`src/rtl/sh_divu_gen.sv`:
```
// Sequential restoring divider: W-bit quotient/remainder from a 2W- or W-bit dividend,
// signed or unsigned at run time, with early overflow / divide-by-zero exit and abort.
module sh_divu_gen #(
    parameter int W   = 32,
    parameter bit SAT = 1'b1
) (
    input  logic         CLK,
    input  logic         RST_N,
    input  logic         CE,
    input  logic         START,
    input  logic         ABORT,
    input  logic         SIGNED,
    input  logic         LONG,
    input  logic [W-1:0] DVD_H,
    input  logic [W-1:0] DVD_L,
    input  logic [W-1:0] DVSR,
    output logic         BUSY,
    output logic         DONE,
    output logic [W-1:0] QUO,
    output logic [W-1:0] REM,
    output logic         OVF,
    output logic         DIV0,
    output logic [2:0]   DBG_STATE
);

    localparam int CW = $clog2(W);

    typedef enum logic [2:0] {
        S_IDLE = 3'd0,
        S_PREP = 3'd1,
        S_ITER = 3'd2,
        S_FIX  = 3'd3,
        S_DONE = 3'd4
    } state_t;

    state_t state_q, state_d;

    logic          sgn_q, long_q;
    logic [W-1:0]  dvd_h_q, dvd_l_q, dvsr_q;
    logic [W:0]    r_q, d_q;
    logic [W-1:0]  q_q;
    logic [CW-1:0] cnt_q;
    logic          sd_q, s_q, ovf_q, div0_q;
    logic [W-1:0]  quo_q, rem_q;
    logic          ovf_o_q, div0_o_q;

    // Operand conditioning, evaluated from the latched operands during PREP.
    logic [W-1:0]   hi_w;
    logic [2*W:0]   dvd_x, dvd_mag;
    logic [W:0]     dvsr_x, dvsr_mag;
    logic           sd_c, sv_c, early_ovf, dvsr_zero;

    assign hi_w      = long_q ? dvd_h_q : {W{sgn_q & dvd_l_q[W-1]}};
    assign sd_c      = sgn_q & hi_w[W-1];
    assign sv_c      = sgn_q & dvsr_q[W-1];
    assign dvd_x     = {sd_c, hi_w, dvd_l_q};
    assign dvd_mag   = sd_c ? -dvd_x : dvd_x;
    assign dvsr_x    = {sv_c, dvsr_q};
    assign dvsr_mag  = sv_c ? -dvsr_x : dvsr_x;
    assign dvsr_zero = (dvsr_q == '0);
    // Quotient needs more than W bits whenever the upper half already reaches the divisor.
    assign early_ovf = dvsr_zero || (dvd_mag[2*W:W] >= dvsr_mag);

    // One restoring step: shift in the next dividend bit, subtract if it fits.
    logic [W+1:0] r2, diff;
    logic         ge;

    assign r2   = {r_q, q_q[W-1]};
    assign diff = r2 - {1'b0, d_q};
    assign ge   = ~diff[W+1];

    // Sign fix-up and signed range check.
    logic [W-1:0] rmag, quo_calc, rem_calc, sat_quo, ovf_quo;
    logic         range_ovf, ovf_fix;

    assign rmag      = r_q[W-1:0];
    assign quo_calc  = s_q ? -q_q : q_q;
    assign rem_calc  = sd_q ? -rmag : rmag;
    assign range_ovf = sgn_q & (s_q ? (q_q[W-1] & (|q_q[W-2:0])) : q_q[W-1]);
    assign ovf_fix   = ovf_q | range_ovf;
    assign sat_quo   = sgn_q ? {s_q, {(W-1){~s_q}}} : {W{1'b1}};
    assign ovf_quo   = SAT ? sat_quo : dvd_l_q;

    always_ff @(posedge CLK or negedge RST_N) begin
        if (!RST_N) begin
            state_q <= S_IDLE;
        end else if (CE) begin
            state_q <= state_d;
        end
    end

    // The early-exit path also passes through FIX so results are always committed from one place.
    always_comb begin
        state_d = state_q;
        case (state_q)
            S_IDLE: if (START) state_d = S_PREP;
            S_PREP: state_d = early_ovf ? S_FIX : S_ITER;
            S_ITER: if (cnt_q == '0) state_d = S_FIX;
            S_FIX:  state_d = S_DONE;
            S_DONE: state_d = S_IDLE;
            default: state_d = S_IDLE;
        endcase
        if (state_q != S_IDLE && ABORT) state_d = S_IDLE;
    end

    always_ff @(posedge CLK or negedge RST_N) begin
        if (!RST_N) begin
            sgn_q    <= 1'b0;
            long_q   <= 1'b0;
            dvd_h_q  <= '0;
            dvd_l_q  <= '0;
            dvsr_q   <= '0;
            r_q      <= '0;
            d_q      <= '0;
            q_q      <= '0;
            cnt_q    <= '0;
            sd_q     <= 1'b0;
            s_q      <= 1'b0;
            ovf_q    <= 1'b0;
            div0_q   <= 1'b0;
            quo_q    <= '0;
            rem_q    <= '0;
            ovf_o_q  <= 1'b0;
            div0_o_q <= 1'b0;
        end else if (CE) begin
            case (state_q)
                S_IDLE: begin
                    if (START) begin
                        sgn_q    <= SIGNED;
                        long_q   <= LONG;
                        dvd_h_q  <= DVD_H;
                        dvd_l_q  <= DVD_L;
                        dvsr_q   <= DVSR;
                        ovf_q    <= 1'b0;
                        div0_q   <= 1'b0;
                        ovf_o_q  <= 1'b0;
                        div0_o_q <= 1'b0;
                    end
                end
                S_PREP: begin
                    r_q    <= dvd_mag[2*W:W];
                    q_q    <= dvd_mag[W-1:0];
                    d_q    <= dvsr_mag;
                    sd_q   <= sd_c;
                    s_q    <= sd_c ^ sv_c;
                    ovf_q  <= early_ovf;
                    div0_q <= dvsr_zero;
                    cnt_q  <= CW'(W - 1);
                end
                S_ITER: begin
                    r_q   <= ge ? diff[W:0] : r2[W:0];
                    q_q   <= {q_q[W-2:0], ge};
                    cnt_q <= cnt_q - 1'b1;
                end
                S_FIX: begin
                    if (!ABORT) begin
                        quo_q    <= ovf_fix ? ovf_quo : quo_calc;
                        rem_q    <= ovf_fix ? hi_w : rem_calc;
                        ovf_o_q  <= ovf_fix;
                        div0_o_q <= div0_q;
                    end
                end
                default: ;
            endcase
        end
    end

    assign BUSY      = (state_q != S_IDLE);
    assign DONE      = (state_q == S_DONE);
    assign QUO       = quo_q;
    assign REM       = rem_q;
    assign OVF       = ovf_o_q;
    assign DIV0      = div0_o_q;
    assign DBG_STATE = state_q;

endmodule

```
`config.mk`:
```
export PLATFORM = sky130hd
export DESIGN_NAME = sh_divu_gen
export DESIGN_NICKNAME = d
export VERILOG_FILES = /design/src/rtl/sh_divu_gen.sv
export SDC_FILE = /design/constraint.sdc
export NUM_CORES = 1
export LEC_CHECK = 0
export CAP_MARGIN = 20
export CORE_ASPECT_RATIO = 0.75
export CORE_MARGIN = 8
export CORE_UTILIZATION = 64
export CTS_BUF_LIST = sky130_fd_sc_hd__clkbuf_2
export CTS_CLUSTER_DIAMETER = 100
export CTS_CLUSTER_SIZE = 8
export DETAILED_ROUTE_END_ITERATION = 8
export HOLD_SLACK_MARGIN = 0.02
export PLACE_DENSITY = 0.87
export SYNTH_ARGS = -nofsm -noshare
export SYNTH_HDL_FRONTEND = slang
export SYNTH_SLANG_ARGS = --single-unit
```
`constraint.sdc`:
```
create_clock -name CLK -period 7.7 [get_ports CLK]
set_input_delay 1.54 -clock CLK [delete_from_list [all_inputs] [get_ports CLK]]
set_output_delay 1.54 -clock CLK [all_outputs]
set_load 0.02 [all_outputs]
```
# == Yosys cells after proc, flatten, opt, wreduce, memory -nomap -nowiden ==
# Cells that the tools add are included.
# word_totals
register_bits,274
out_inout_bits,71
wordCells,85
# classes
add_sub_neg,6
n_lt_le_gt_ge,1
n_eq_ne,8
mux,25
bitwise_logic,10
reduce_logical,17
# ops
cell,count
32-bit 2-to-1 mux,6
33-bit 2-to-1 mux,2
33-bit case mux with 2 select lines,1
65-bit 2-to-1 mux,1
65-bit negator,1
32-bit negator,2
32-bit case mux with 2 select lines,1
34-bit by 33-bit subtractor with 34-bit output,1
33-bit greater-or-equal comparator,1
33-bit negator,1
32-bit logical NOT,1
31-bit OR reduction,1
3-bit case mux with 4 select lines,1
3-bit AND reduction,4
5-bit case mux with 2 select lines,1
3-bit 2-to-1 mux,3
1-bit case mux with 2 select lines,4
3-bit by 2-bit == test with 1-bit output (second input constant),2
3-bit inequality test (second input constant),2
2-bit nonzero test,3
1-bit bitwise AND,5
5-bit logical NOT,1
1-bit 2-to-1 mux,5
5-bit by 1-bit subtractor with 5-bit output (second input constant),1
12 further kinds,16

# == Logic depth before layout (Yosys ltp) ==
# Gate-level depths: netlist of run 1.
# depth
depth_word,10
mapped_depth,19
depth_no_buf,18

# == Worst setup path before layout of run 1 ==
# No wires, ideal clock.
# synth_path
kind,reg-to-reg
from,register dvd_l_q[0]
to,"register state_q[0], in the netlist DBG_STATE[0]"
setup_time_ns,0.126
arrival_ns,4.382
slack_ns,3.192
path_stages_with_launch,18
path_cell_list,dfrtp_1 -> inv_1 -> ha_1 -> or4b_2 -> clkbuf_1 -> nor3_1 -> nand3_1 -> nor3_1 -> o21ai_0 -> o31ai_1 -> xor2_1 -> ha_1 -> a21o_1 -> a21o_1 -> a221oi_1 -> o21ai_0 -> a2111o_1 -> a221o_1
# synth_via
elab_chain_len,7
# synth_lines
element,line_no,text
from (decl),39,"logic [W-1:0] dvd_h_q, dvd_l_q, dvsr_q;"
from (signal assigned),111,dvd_l_q <= '0;
from (signal assigned),132,dvd_l_q <= DVD_L;
65-bit negator,57,assign dvd_mag = sd_c ? -dvd_x : dvd_x;
65-bit 2-to-1 mux,57,
33-bit greater-or-equal comparator,62,assign early_ovf = dvsr_zero || (dvd_mag[2*W:W] >= dvsr_mag);
1-bit logical OR,62,
1-bit 2-to-1 mux,97,S_PREP: state_d = early_ovf ? S_FIX : S_ITER;
3-bit case mux with 4 select lines,95,case (state_q)
3-bit 2-to-1 mux,103,if (state_q != S_IDLE && ABORT) state_d = S_IDLE;
to (signal assigned),88,state_q <= state_d;
to (decl),36,"state_t state_q, state_d;"
# Every way passes these cells.
# A chain may end at the register's enable or synchronous reset.

# == Worst setup path in the final report of run 1 ==
# Same ends and word-level chain as after synthesis.

==> reports/metrics.cfg, run 1 <==
[run_status]
status = finished, final reports clean

[synth]
avgSynthCellArea_sq_um = 8.88
synth_cells = 1961
syn_area_sq_um = 17400
async_reset_ff_frac = 1.00
seq_area_frac_synth = 0.394
ys_warn_count = 0
synth-seq-cells = 274
ys.flop_type = dfrtp_1
synth_edf_count = 0
synth_nets = 2137
ys_types = 67

[setup_path]
worstPathCellList = inv_1 > ha_1 > or4b_2 > nor3_1 > nand3_1 > nor3_1 > o21ai_0 > o31ai_1 > xor2_1 > ha_1 > nand4_1 > or2_2 > nor4_1 > o211ai_1 > a31oi_1 > a2111o_1 > a221o_1
critPathKind = reg2reg
worstPathRequired_ns = 8.52
critPathCaptureType = flip-flop
cp_slowest_cell = or4b_2
critPathMaxStageDelay_ns = 0.73
timing.critical_path.buf_inv = 1
critPathArrivalTime_ns = 6.58
critical_path.top_delay_family = simple AND/OR/NAND/NOR gates
start_kind = flip-flop
worstPathMaxFanout = 7

[clock_tree]
clk_latency_ns = 0.90
post_cts_buffers = 0
cts_resized = 0
hold_buffers = 0
worst_setup_hold_path_clk_slew_ns = 0.16
cts_tree = done
cts_root_buffer = clkbuf_2
cts_sinks = 274
cts_max_path_buffers = 3
htree_levels = 2
cts_buffers = 40

[timing]
drv_slew = 0
tightest_slew_ns = 1.14
setup_tns_ns = 0
period_minus_slack_ns = 5.77
hold_ws_ns = 0.495
fmax_mhz = 173
fin_skew_ns = 0.0732
maxSlewHeadroom = 0.238
hold_viol_final = 0
rsz0062_at_grt = no
finalCritPeriodShare = 0.749
setup_viol = 0

[finish]
final_util = 0.729
fin_area_sq_um = 19600
drive_gt1_frac = 0.0921
final_common_cell = dfrtp_1
layout_common_cells = dfrtp_1 (274), nand2_1 (237), a21oi_1 (201)
fillerInstances = 2073
nNetsFinal = 2261
instances_no_fill = 2437
area_delta_synth_final_pct = 12.5

[power_and_ir_drop]
power_density_nw_per_um2 = 534
p_switching_w = 0.00534
p_comb_frac = 0.642
peakVddDrop_mv = 0.276
seq_power_share = 0.296
p_int_w = 0.00511
p_clk_frac = 0.062
p_sw_frac = 0.511
p_leak_nw = 8.28

[detailed_routing]
num_vias = 15700
firstDrtPassIters = 6
wl_microns = 53000
drt_iter0_drc = 1707
avgViaCountPerCell = 6.46
ant_nets = 0
wl_per_cell_microns = 21.7
drc = 0

[place]
gp_congestion = 0.959
place_inst = 2393
port_buffers = 173
dp_hpwl_microns = 39700
placedInstanceArea_sq_um = 19300

[grt]
grt.total_usage = 0.317
grt_pass1_wl_microns = 83200
antenna_found_initial = 3
grt_pass1_vias = 15200
grt_max_degree = 189
grt_overflow = 0

[floorplanning]
core_region_area_sq_um = 26900
pin_count = 174
dieWidth_microns = 206
die_area_sq_um = 32800
start_util = 0.648
die_y_microns = 159
row_count = 52

[job]
maxCapViolCount = 0

[min_path]
hold_class = reg2reg

-- cell families after synthesis --
| kind of cell | Yosys count | synth area share |
|---|---|---|
| AND/OR/NAND/NOR | 567 | 0.150 |
| other | 2 | 0.000431 |
| flip-flops | 274 | 0.394 |
| AO/OA/AOI/OAI | 565 | 0.191 |
| buffers and inverters | 169 | 0.0387 |
| XOR/XNOR | 178 | 0.0895 |
| adder cells (fa/ha/maj) | 73 | 0.0529 |
| multiplexers | 133 | 0.0838 |
-- synthesized netlist by cell type, drive strengths merged (5+ instances only) --
cell / number / area [sq um]
o22ai: 30 / 188
a22o: 6 / 52.6
and3: 5 / 31.3
a221o: 10 / 100
nor3: 37 / 185
clkbuf: 90 / 339
or3: 27 / 169
and2: 8 / 50.1
o21bai: 5 / 37.5
o41ai: 15 / 131
o21a: 13 / 97.6
or4: 17 / 135
mux2: 102 / 1150
o21ai: 185 / 926
nand2: 238 / 893
dfrtp: 274 / 6860
nor4: 19 / 140
mux2i: 31 / 310
nand2b: 17 / 106
a21o: 17 / 128
nor2b: 9 / 56.3
inv: 59 / 221
xnor2: 107 / 937
or2: 8 / 50.1
a211oi: 9 / 67.6
xor2: 71 / 622
nand4: 8 / 50.1
nor2: 142 / 536
nor3b: 5 / 37.5
a21oi: 201 / 1010
o31ai: 33 / 248
o211ai: 8 / 60.1
nand3: 18 / 90.1
ha: 72 / 901
a31oi: 11 / 75.1
buf: 20 / 113
-- layer usage --
| layer | global-route usage | share of wire | routed length (microns) | up-vias |
|---|---|---|---|---|
| li1 | - | - | - | 7218 |
| met1 | 0.465 | 0.44 | 23100 | 7519 |
| met2 | 0.447 | 0.42 | 22300 | 867 |
| met3 | 0.0819 | 0.11 | 5900 | 126 |
| met4 | 0.108 | 0.030 | 1600 | 4 |
| met5 | 0 | 0.00055 | 29 | - |
-- state kept, by name, summed over array words and instances (netlist names), 3 cells and up --
signal and flops:
d_q 33, r_q 33, QUO 32, REM 32
dvd_h_q 32, dvd_l_q 32, dvsr_q 32, q_q 32
cnt_q 5, DBG_STATE 3
-- power groups by stage --
stage          combinational, W  clock [W]  sequential (W)
5_1_grt                 0.00736   0.000710         0.00317
4_1_cts                 0.00660   0.000662         0.00304
6_report                0.00671   0.000650         0.00309
3_3_place_gp            0.00638          0         0.00303
3_5_place_dp            0.00656          0         0.00308
2_1_floorplan           0.00469          0         0.00288
-- stage by stage --
stage          total power [W]  setup WS (ns)
2_1_floorplan          0.00757           3.19
3_3_place_gp           0.00941           2.41
3_5_place_dp           0.00964           2.13
4_1_cts                 0.0103           2.11
5_1_grt                 0.0112           1.57
6_report                0.0104           1.93
-- final timing paths --
kind                       startpoint      endpoint  slack, ns  cells after the start
setup / recovery           dvd_l_q[0]  DBG_STATE[0]       1.93                     17
hold / removal                REM[20]       REM[20]       0.50                      2
setup reg to reg           dvd_l_q[0]  DBG_STATE[0]       1.93                     17
hold reg to reg               REM[20]       REM[20]       0.50                      2
max in group asynchronous       RST_N   dvd_l_q[22]       5.57                      2
min in group asynchronous       RST_N       d_q[25]       0.60                      1
-- area by class of cell --
type | count | area [sq um] | share of cell area
Clock buffer | 41 | 205 | 0.0105
Antenna cell | 1 | 2.50 | 0.000128
Tap cell | 351 | 439 | 0.0224
Multi-Input combinational cell | 1518 | 9950 | 0.508
Inverter | 59 | 221 | 0.0113
Sequential cell | 274 | 6860 | 0.350
Clock inverter | 1 | 8.76 | 0.000447
Timing Repair Buffer | 192 | 1900 | 0.0970
-- worst register-to-register path, delay by kind of cell, from the launching register on --
family | cells | cell delay [ns]
AOI/OAI and AO/OA | 6 | 1.58
xor gates and xnor gates | 1 | 0.16
adders and majority gates | 2 | 0.53
buffers and inverters | 1 | 0.09
DFF | 1 | 0.44
and+or+nand+nor | 7 | 2.93
(Power assumes the default switching activity.)
==> run 2, diff against run 1 <==
--- a/config.mk
+++ b/config.mk
@@ -8,13 +8,13 @@
 export CAP_MARGIN = 20
 export CORE_ASPECT_RATIO = 0.75
 export CORE_MARGIN = 8
-export CORE_UTILIZATION = 64
+export CORE_UTILIZATION = 60
 export CTS_BUF_LIST = sky130_fd_sc_hd__clkbuf_2
 export CTS_CLUSTER_DIAMETER = 100
 export CTS_CLUSTER_SIZE = 8
 export DETAILED_ROUTE_END_ITERATION = 8
 export HOLD_SLACK_MARGIN = 0.02
-export PLACE_DENSITY = 0.87
+export PLACE_DENSITY = 0.82
 export SYNTH_ARGS = -nofsm -noshare
 export SYNTH_HDL_FRONTEND = slang
 export SYNTH_SLANG_ARGS = --single-unit
==> constraint.sdc (replaced) <==
create_clock -name CLK -period 5.8 [get_ports CLK]
set_input_delay 1.16 -clock CLK [delete_from_list [all_inputs] [get_ports CLK]]
set_output_delay 1.16 -clock CLK [all_outputs]
set_load 0.02 [all_outputs]
==> reports/metrics.cfg, run 2 (same netlist as run 1, synthesis figures left out) <==
[run_status]
status = finished, final reports clean  ; unchanged

[floorplanning]
row_count = 54  ; was 52
pin_count = 174  ; unchanged
die_y_microns = 164  ; was 159 microns
die_area_sq_um = 34800  ; was 32800 sq um
dieWidth_microns = 213  ; was 206 microns
core_region_area_sq_um = 28800  ; was 26900 sq um
start_util = 0.605  ; was 0.648

[clock_tree]
clk_latency_ns = 0.89  ; was 0.90 ns
cts_tree = done  ; unchanged
hold_buffers = 0  ; unchanged
worst_setup_hold_path_clk_slew_ns = 0.17  ; was 0.16 ns
htree_levels = 2  ; unchanged
post_cts_buffers = 0  ; unchanged
cts_sinks = 274  ; unchanged
cts_buffers = 40  ; unchanged
cts_max_path_buffers = 3  ; unchanged
cts_resized = 0  ; unchanged
cts_root_buffer = clkbuf_2  ; unchanged

[finish]
area_delta_synth_final_pct = 13.2  ; was 12.5%
layout_common_cells = dfrtp_1 (274), nand2_1 (237), a21oi_1 (201)  ; unchanged
nNetsFinal = 2272  ; was 2261
largestRegisters = d_q x33, r_q x33  ; unchanged
drive_gt1_frac = 0.0977  ; was 0.0921
fin_area_sq_um = 19700  ; was 19600 sq um
final_common_cell = dfrtp_1  ; unchanged

[detailed_routing]
num_vias = 15800  ; was 15700
drt_iter0_drc = 1699  ; was 1707
wl_microns = 53700  ; was 53000 microns
avgViaCountPerCell = 6.34  ; was 6.46
ant_nets = 0  ; unchanged
drc = 0  ; unchanged
firstDrtPassIters = 9  ; was 6
wl_per_cell_microns = 21.6  ; was 21.7 microns

[grt]
grt.total_usage = 0.303  ; was 0.317
gr-usage-met2 = 0.431  ; was 0.447
antenna_found_initial = 1  ; was 3
grt_max_degree = 125  ; was 189
use_met3 = 0.0878  ; was 0.0819
grt_pass1_wl_microns = 83200  ; about the same
grt_busiest_layer = met1  ; unchanged
met1_usage = 0.444  ; was 0.465
grt_pass1_vias = 15000  ; was 15200
grt_overflow = 0  ; unchanged

[power_and_ir_drop]
p_comb_frac = 0.650  ; was 0.642
power_density_nw_per_um2 = 714  ; was 534 nW/um^2
p_switching_w = 0.00725  ; was 0.00534 W
p_int_w = 0.00683  ; was 0.00511 W
p_clk_frac = 0.062  ; about the same
peakVddDrop_mv = 0.366  ; was 0.276 mV
p_sw_frac = 0.515  ; was 0.511
p_leak_nw = 8.33  ; was 8.28 nW
seq_power_share = 0.289  ; was 0.296

[timing]
maxSlewHeadroom = 0.272  ; was 0.238
drv_slew = 0  ; unchanged
tightest_slew_ns = 1.09  ; was 1.14 ns
rsz0062_at_grt = no  ; unchanged
finalCritPeriodShare = 0.927  ; was 0.749
hold_viol_final = 0  ; unchanged
fmax_mhz = 186  ; was 173 MHz
setup_tns_ns = 0  ; unchanged
setup_viol = 0  ; unchanged
period_minus_slack_ns = 5.38  ; was 5.77 ns
fin_skew_ns = 0.0895  ; was 0.0732 ns

[place]
dp_hpwl_microns = 40600  ; was 39700 microns
gp_congestion = 0.965  ; was 0.959
port_buffers = 173  ; unchanged
placedInstanceArea_sq_um = 19500  ; was 19300 sq um

[setup_path]
start_kind = flip-flop  ; unchanged
worstPathRequired_ns = 6.61  ; was 8.52 ns
worstPathCellList = inv_1 > ha_1 > or4b_2 > nor3_1 > nand3_1 > nor3_1 > o21ai_0 > a211oi_1 > nor2_1 > xnor2_1 > ha_1 > nand4_1 > or2_2 > nor4_1 > o211ai_1 > a31oi_1 > a2111o_1 > a22o_1  ; was inv_1 > ha_1 > or4b_2 > nor3_1 > nand3_1 > nor3_1 > o21ai_0 > o31ai_1 > xor2_1 > ha_1 > nand4_1 > or2_2 > nor4_1 > o211ai_1 > a31oi_1 > a2111o_1 > a221o_1
critPathMaxStageDelay_ns = 0.71  ; was 0.73 ns
worstPathMaxFanout = 7  ; unchanged
cp_slowest_cell = or4b_2  ; unchanged
critPathCaptureType = flip-flop  ; unchanged
critPathKind = reg2reg  ; unchanged
critPathArrivalTime_ns = 6.18  ; was 6.58 ns

[min_path]
hold_class = in2async  ; was reg2reg

[job]
maxCapViolCount = 0  ; unchanged

==> run 2: worst max-delay path: cells and delay by family (launching register included) <==
kind	cells	cell delay, ns
AO/OA/AOI/OAI	6	1.39
XOR/XNOR	1	0.20
adder cells (fa/ha/maj)	2	0.54
buffers and inverters	1	0.09
flip-flops	1	0.44
AND/OR/NAND/NOR	8	2.66
==> run 2: power by group through the flow <==
stage               combinational, W  clock (W)  sequential (W)
floorplan                    0.00623          0         0.00382
global placement             0.00872          0         0.00399
detailed placement           0.00890          0         0.00405
CTS                          0.00896   0.000888         0.00400
global route                 0.00999   0.000964         0.00417
finish                       0.00914   0.000870         0.00406
==> run 2: stage by stage <==
step / hold WS (ns) / instances / setup WS [ns] / total power [W] / utilization
after floorplan: 0.450 / 1961 / 1.29 / 0.0101 / -
after global routing: 0.371 / 2491 / 0.181 / 0.0151 / 0.685
final: 0.339 / 2491 / 0.424 / 0.0141 / 0.685
after CTS: 0.332 / 2490 / 0.587 / 0.0139 / 0.685
after detailed placement: 0.462 / 2446 / 0.661 / 0.0130 / 0.677
after global placement: 0.458 / 2446 / 0.821 / 0.0127 / 0.677
==> run 2: path summary, 6_finish.rpt <==
| check | startpoint | end | slack, ns | cells past startpoint |
|---|---|---|---|---|
| worst max-delay path | dvd_l_q[1] | ovf_q | 0.42 | 18 |
| max in group asynchronous | RST_N | dvd_l_q[21] | 4.18 | 2 |
| worst max register to register | dvd_l_q[1] | ovf_q | 0.42 | 18 |
| worst min register to register | REM[20] | REM[20] | 0.49 | 2 |
| min in group CLK | REM[20] | REM[20] | 0.49 | 2 |
| worst min-delay path | RST_N | dvsr_q[28] | 0.34 | 1 |
==> run 2: final cells by class <==
cell class | count | area (sq um)
inverters | 59 | 221
repair buffers | 203 | 1970
fillers | 2347 | 9070
diodes | 1 | 2.50
multi-input cells | 1518 | 9940
clock buffers | 41 | 205
clock inverters | 3 | 16.3
well taps | 392 | 490
flip-flops and latches | 274 | 6860
==> run 2: routing by layer <==
metal / vias up / routed length, microns / share of wire
li1: 7232 / - / -
met1: 7620 / 23700 / 0.44
met3: 112 / 6180 / 0.12
met5: - / 0 / 0
met2: 839 / 22500 / 0.42
met4: 0 / 1290 / 0.024
==> run 3, diff against run 2 <==
--- a/config.mk
+++ b/config.mk
@@ -15,6 +15,7 @@
 export DETAILED_ROUTE_END_ITERATION = 8
 export HOLD_SLACK_MARGIN = 0.02
 export PLACE_DENSITY = 0.82
+export RECOVER_POWER = 25
 export SYNTH_ARGS = -nofsm -noshare
 export SYNTH_HDL_FRONTEND = slang
 export SYNTH_SLANG_ARGS = --single-unit
==> reports/metrics.cfg, run 3 (same netlist as run 1, synthesis figures left out) <==
[timing]
hold_viol_final = 0  ; unchanged
hold_ws_ns = 0.488  ; was 0.339 ns
fin_skew_ns = 0.0917  ; was 0.0895 ns
setup_viol = 0  ; unchanged
rsz0062_at_grt = no  ; unchanged
maxSlewHeadroom = -1.17  ; was 0.272
drv_slew = 124  ; was 0
tightest_slew_ns = 3.25  ; was 1.09 ns
setup_tns_ns = 0  ; unchanged
setup_ws_ns = 0.441  ; was 0.424 ns
fmax_mhz = 187  ; was 186 MHz
period_minus_slack_ns = 5.36  ; was 5.38 ns
finalCritPeriodShare = 0.924  ; was 0.927

[detailed_routing]
wl_microns = 53500  ; was 53700 microns
drc = 0  ; unchanged
wl_per_cell_microns = 21.5  ; was 21.6 microns
firstDrtPassIters = 6  ; was 9
ant_nets = 0  ; unchanged
avgViaCountPerCell = 6.30  ; was 6.34
drt_iter0_drc = 1631  ; was 1699
num_vias = 15700  ; was 15800

[finish]
nNetsFinal = 2272  ; unchanged
largestRegisters = d_q x33, r_q x33  ; unchanged
instances_no_fill = 2491  ; unchanged
layout_common_cells = dfrtp_1 (274), nand2_1 (237), a21oi_1 (201)  ; unchanged
drive_gt1_frac = 0.0977  ; unchanged
area_delta_synth_final_pct = 13.1  ; was 13.2%
final_common_cell = dfrtp_1  ; unchanged

[min_path]
hold_class = reg2reg  ; was in2async

[place]
dp_hpwl_microns = 40600  ; unchanged
dp_worst_setup_slack_ns = 0.661  ; unchanged
port_buffers = 173  ; unchanged
gp_congestion = 0.965  ; unchanged
place_inst = 2446  ; unchanged

[floorplanning]
core_region_area_sq_um = 28800  ; unchanged
start_util = 0.605  ; unchanged
pin_count = 174  ; unchanged
dieWidth_microns = 213  ; unchanged
die_area_sq_um = 34800  ; unchanged
die_y_microns = 164  ; unchanged
row_count = 54  ; unchanged

[power_and_ir_drop]
power_density_nw_per_um2 = 715  ; was 714 nW/um^2
peakVddDrop_mv = 0.366  ; about the same
p_leak_nw = 8.33  ; about the same
p_total_w = 0.0141  ; about the same

[clock_tree]
cts_sinks = 274  ; unchanged
cts_max_path_buffers = 3  ; unchanged
post_cts_buffers = 0  ; unchanged
cts_resized = 0  ; unchanged
hold_buffers = 0  ; unchanged
cts_root_buffer = clkbuf_2  ; unchanged
cts_buffers = 40  ; unchanged
htree_levels = 2  ; unchanged
clk_latency_ns = 0.90  ; was 0.89 ns
cts_tree = done  ; unchanged
worst_setup_hold_path_clk_slew_ns = 0.17  ; about the same

[grt]
grt.total_usage = 0.303  ; unchanged
grt_pass1_wl_microns = 83200  ; unchanged
grt_pass1_vias = 15000  ; unchanged
grt_max_degree = 125  ; unchanged
antenna_found_initial = 1  ; unchanged
grt_overflow = 0  ; unchanged

[setup_path]
critPathMaxStageDelay_ns = 0.71  ; about the same
worstPathMaxFanout = 7  ; unchanged
critPathKind = reg2reg  ; unchanged
critPathArrivalTime_ns = 6.19  ; was 6.18 ns
cp_slowest_cell = or4b_2  ; unchanged
worstPathCellList = inv_1 > ha_1 > or4b_2 > nor3_1 > nand3_1 > nor3_1 > o21ai_0 > a211oi_1 > nor2_1 > xnor2_1 > ha_1 > nand4_1 > or2_2 > nor4_1 > o211ai_1 > a31oi_1 > a2111o_1 > a22o_1  ; unchanged
critPathCaptureType = flip-flop  ; unchanged
worstPathRequired_ns = 6.63  ; was 6.61 ns
start_kind = flip-flop  ; unchanged

[job]
maxCapViolCount = 1  ; was 0

[run_status]
violations = max-capacitance violations, max-slew violations
status = finished with violations  ; was finished, final reports clean

[run 3: routing by layer]
metal  share of wire  GRT usage  vias up
met5               0          0        -
li1                -          -     7242
met2            0.42      0.431      815
met3            0.11     0.0878      116
met4           0.025     0.0858        0
met1            0.44      0.444     7528
[run 3: worst paths after layout]
kind | start | endpoint | slack (ns) | cells past startpoint
min in group asynchronous | RST_N | dvsr_q[28] | 1.29 | 1
max reg2reg | dvd_l_q[1] | ovf_q | 0.44 | 18
max in group asynchronous | RST_N | dvd_l_q[21] | 2.46 | 2
max | dvd_l_q[1] | ovf_q | 0.44 | 18
min | REM[20] | REM[20] | 0.49 | 2
min reg2reg | REM[20] | REM[20] | 0.49 | 2
[run 3: power by group]
group | switching, W | internal, W | leakage, nW
Clock | 0.000683 | 0.000189 | 0.183
Combinational | 0.00531 | 0.00383 | 4.84
Sequential | 0.00126 | 0.00281 | 3.31
[run 3: stage by stage]
step | instance area [sq um] | util
2_1_floorplan | 17400 | -
3_3_place_gp | 19500 | 0.677
5_1_grt | 19700 | 0.684
4_1_cts | 19700 | 0.685
6_report | 19700 | 0.684
3_5_place_dp | 19500 | 0.677
[run 3: worst max-delay path, delay by kind of cell (launching register included)]
kind                       cells  cell delay [ns]
and+or+nand+nor                8             2.65
AOI/OAI and AO/OA              6             1.38
DFF                            1             0.45
adders and majority gates      2             0.54
xor gates and xnor gates       1             0.19
buffers and inverters          1             0.09
[run 3: cell type report]
| cell class | count | area (sq um) |
|---|---|---|
| diodes | 1 | 2.50 |
| clock buffers | 41 | 205 |
| clock inverters | 3 | 16.3 |
| fillers | 2348 | 9080 |
| inverters | 59 | 221 |
| multi-input cells | 1518 | 9940 |
| flip-flops and latches | 274 | 6860 |
| well taps | 392 | 490 |
| repair buffers | 203 | 1960 |
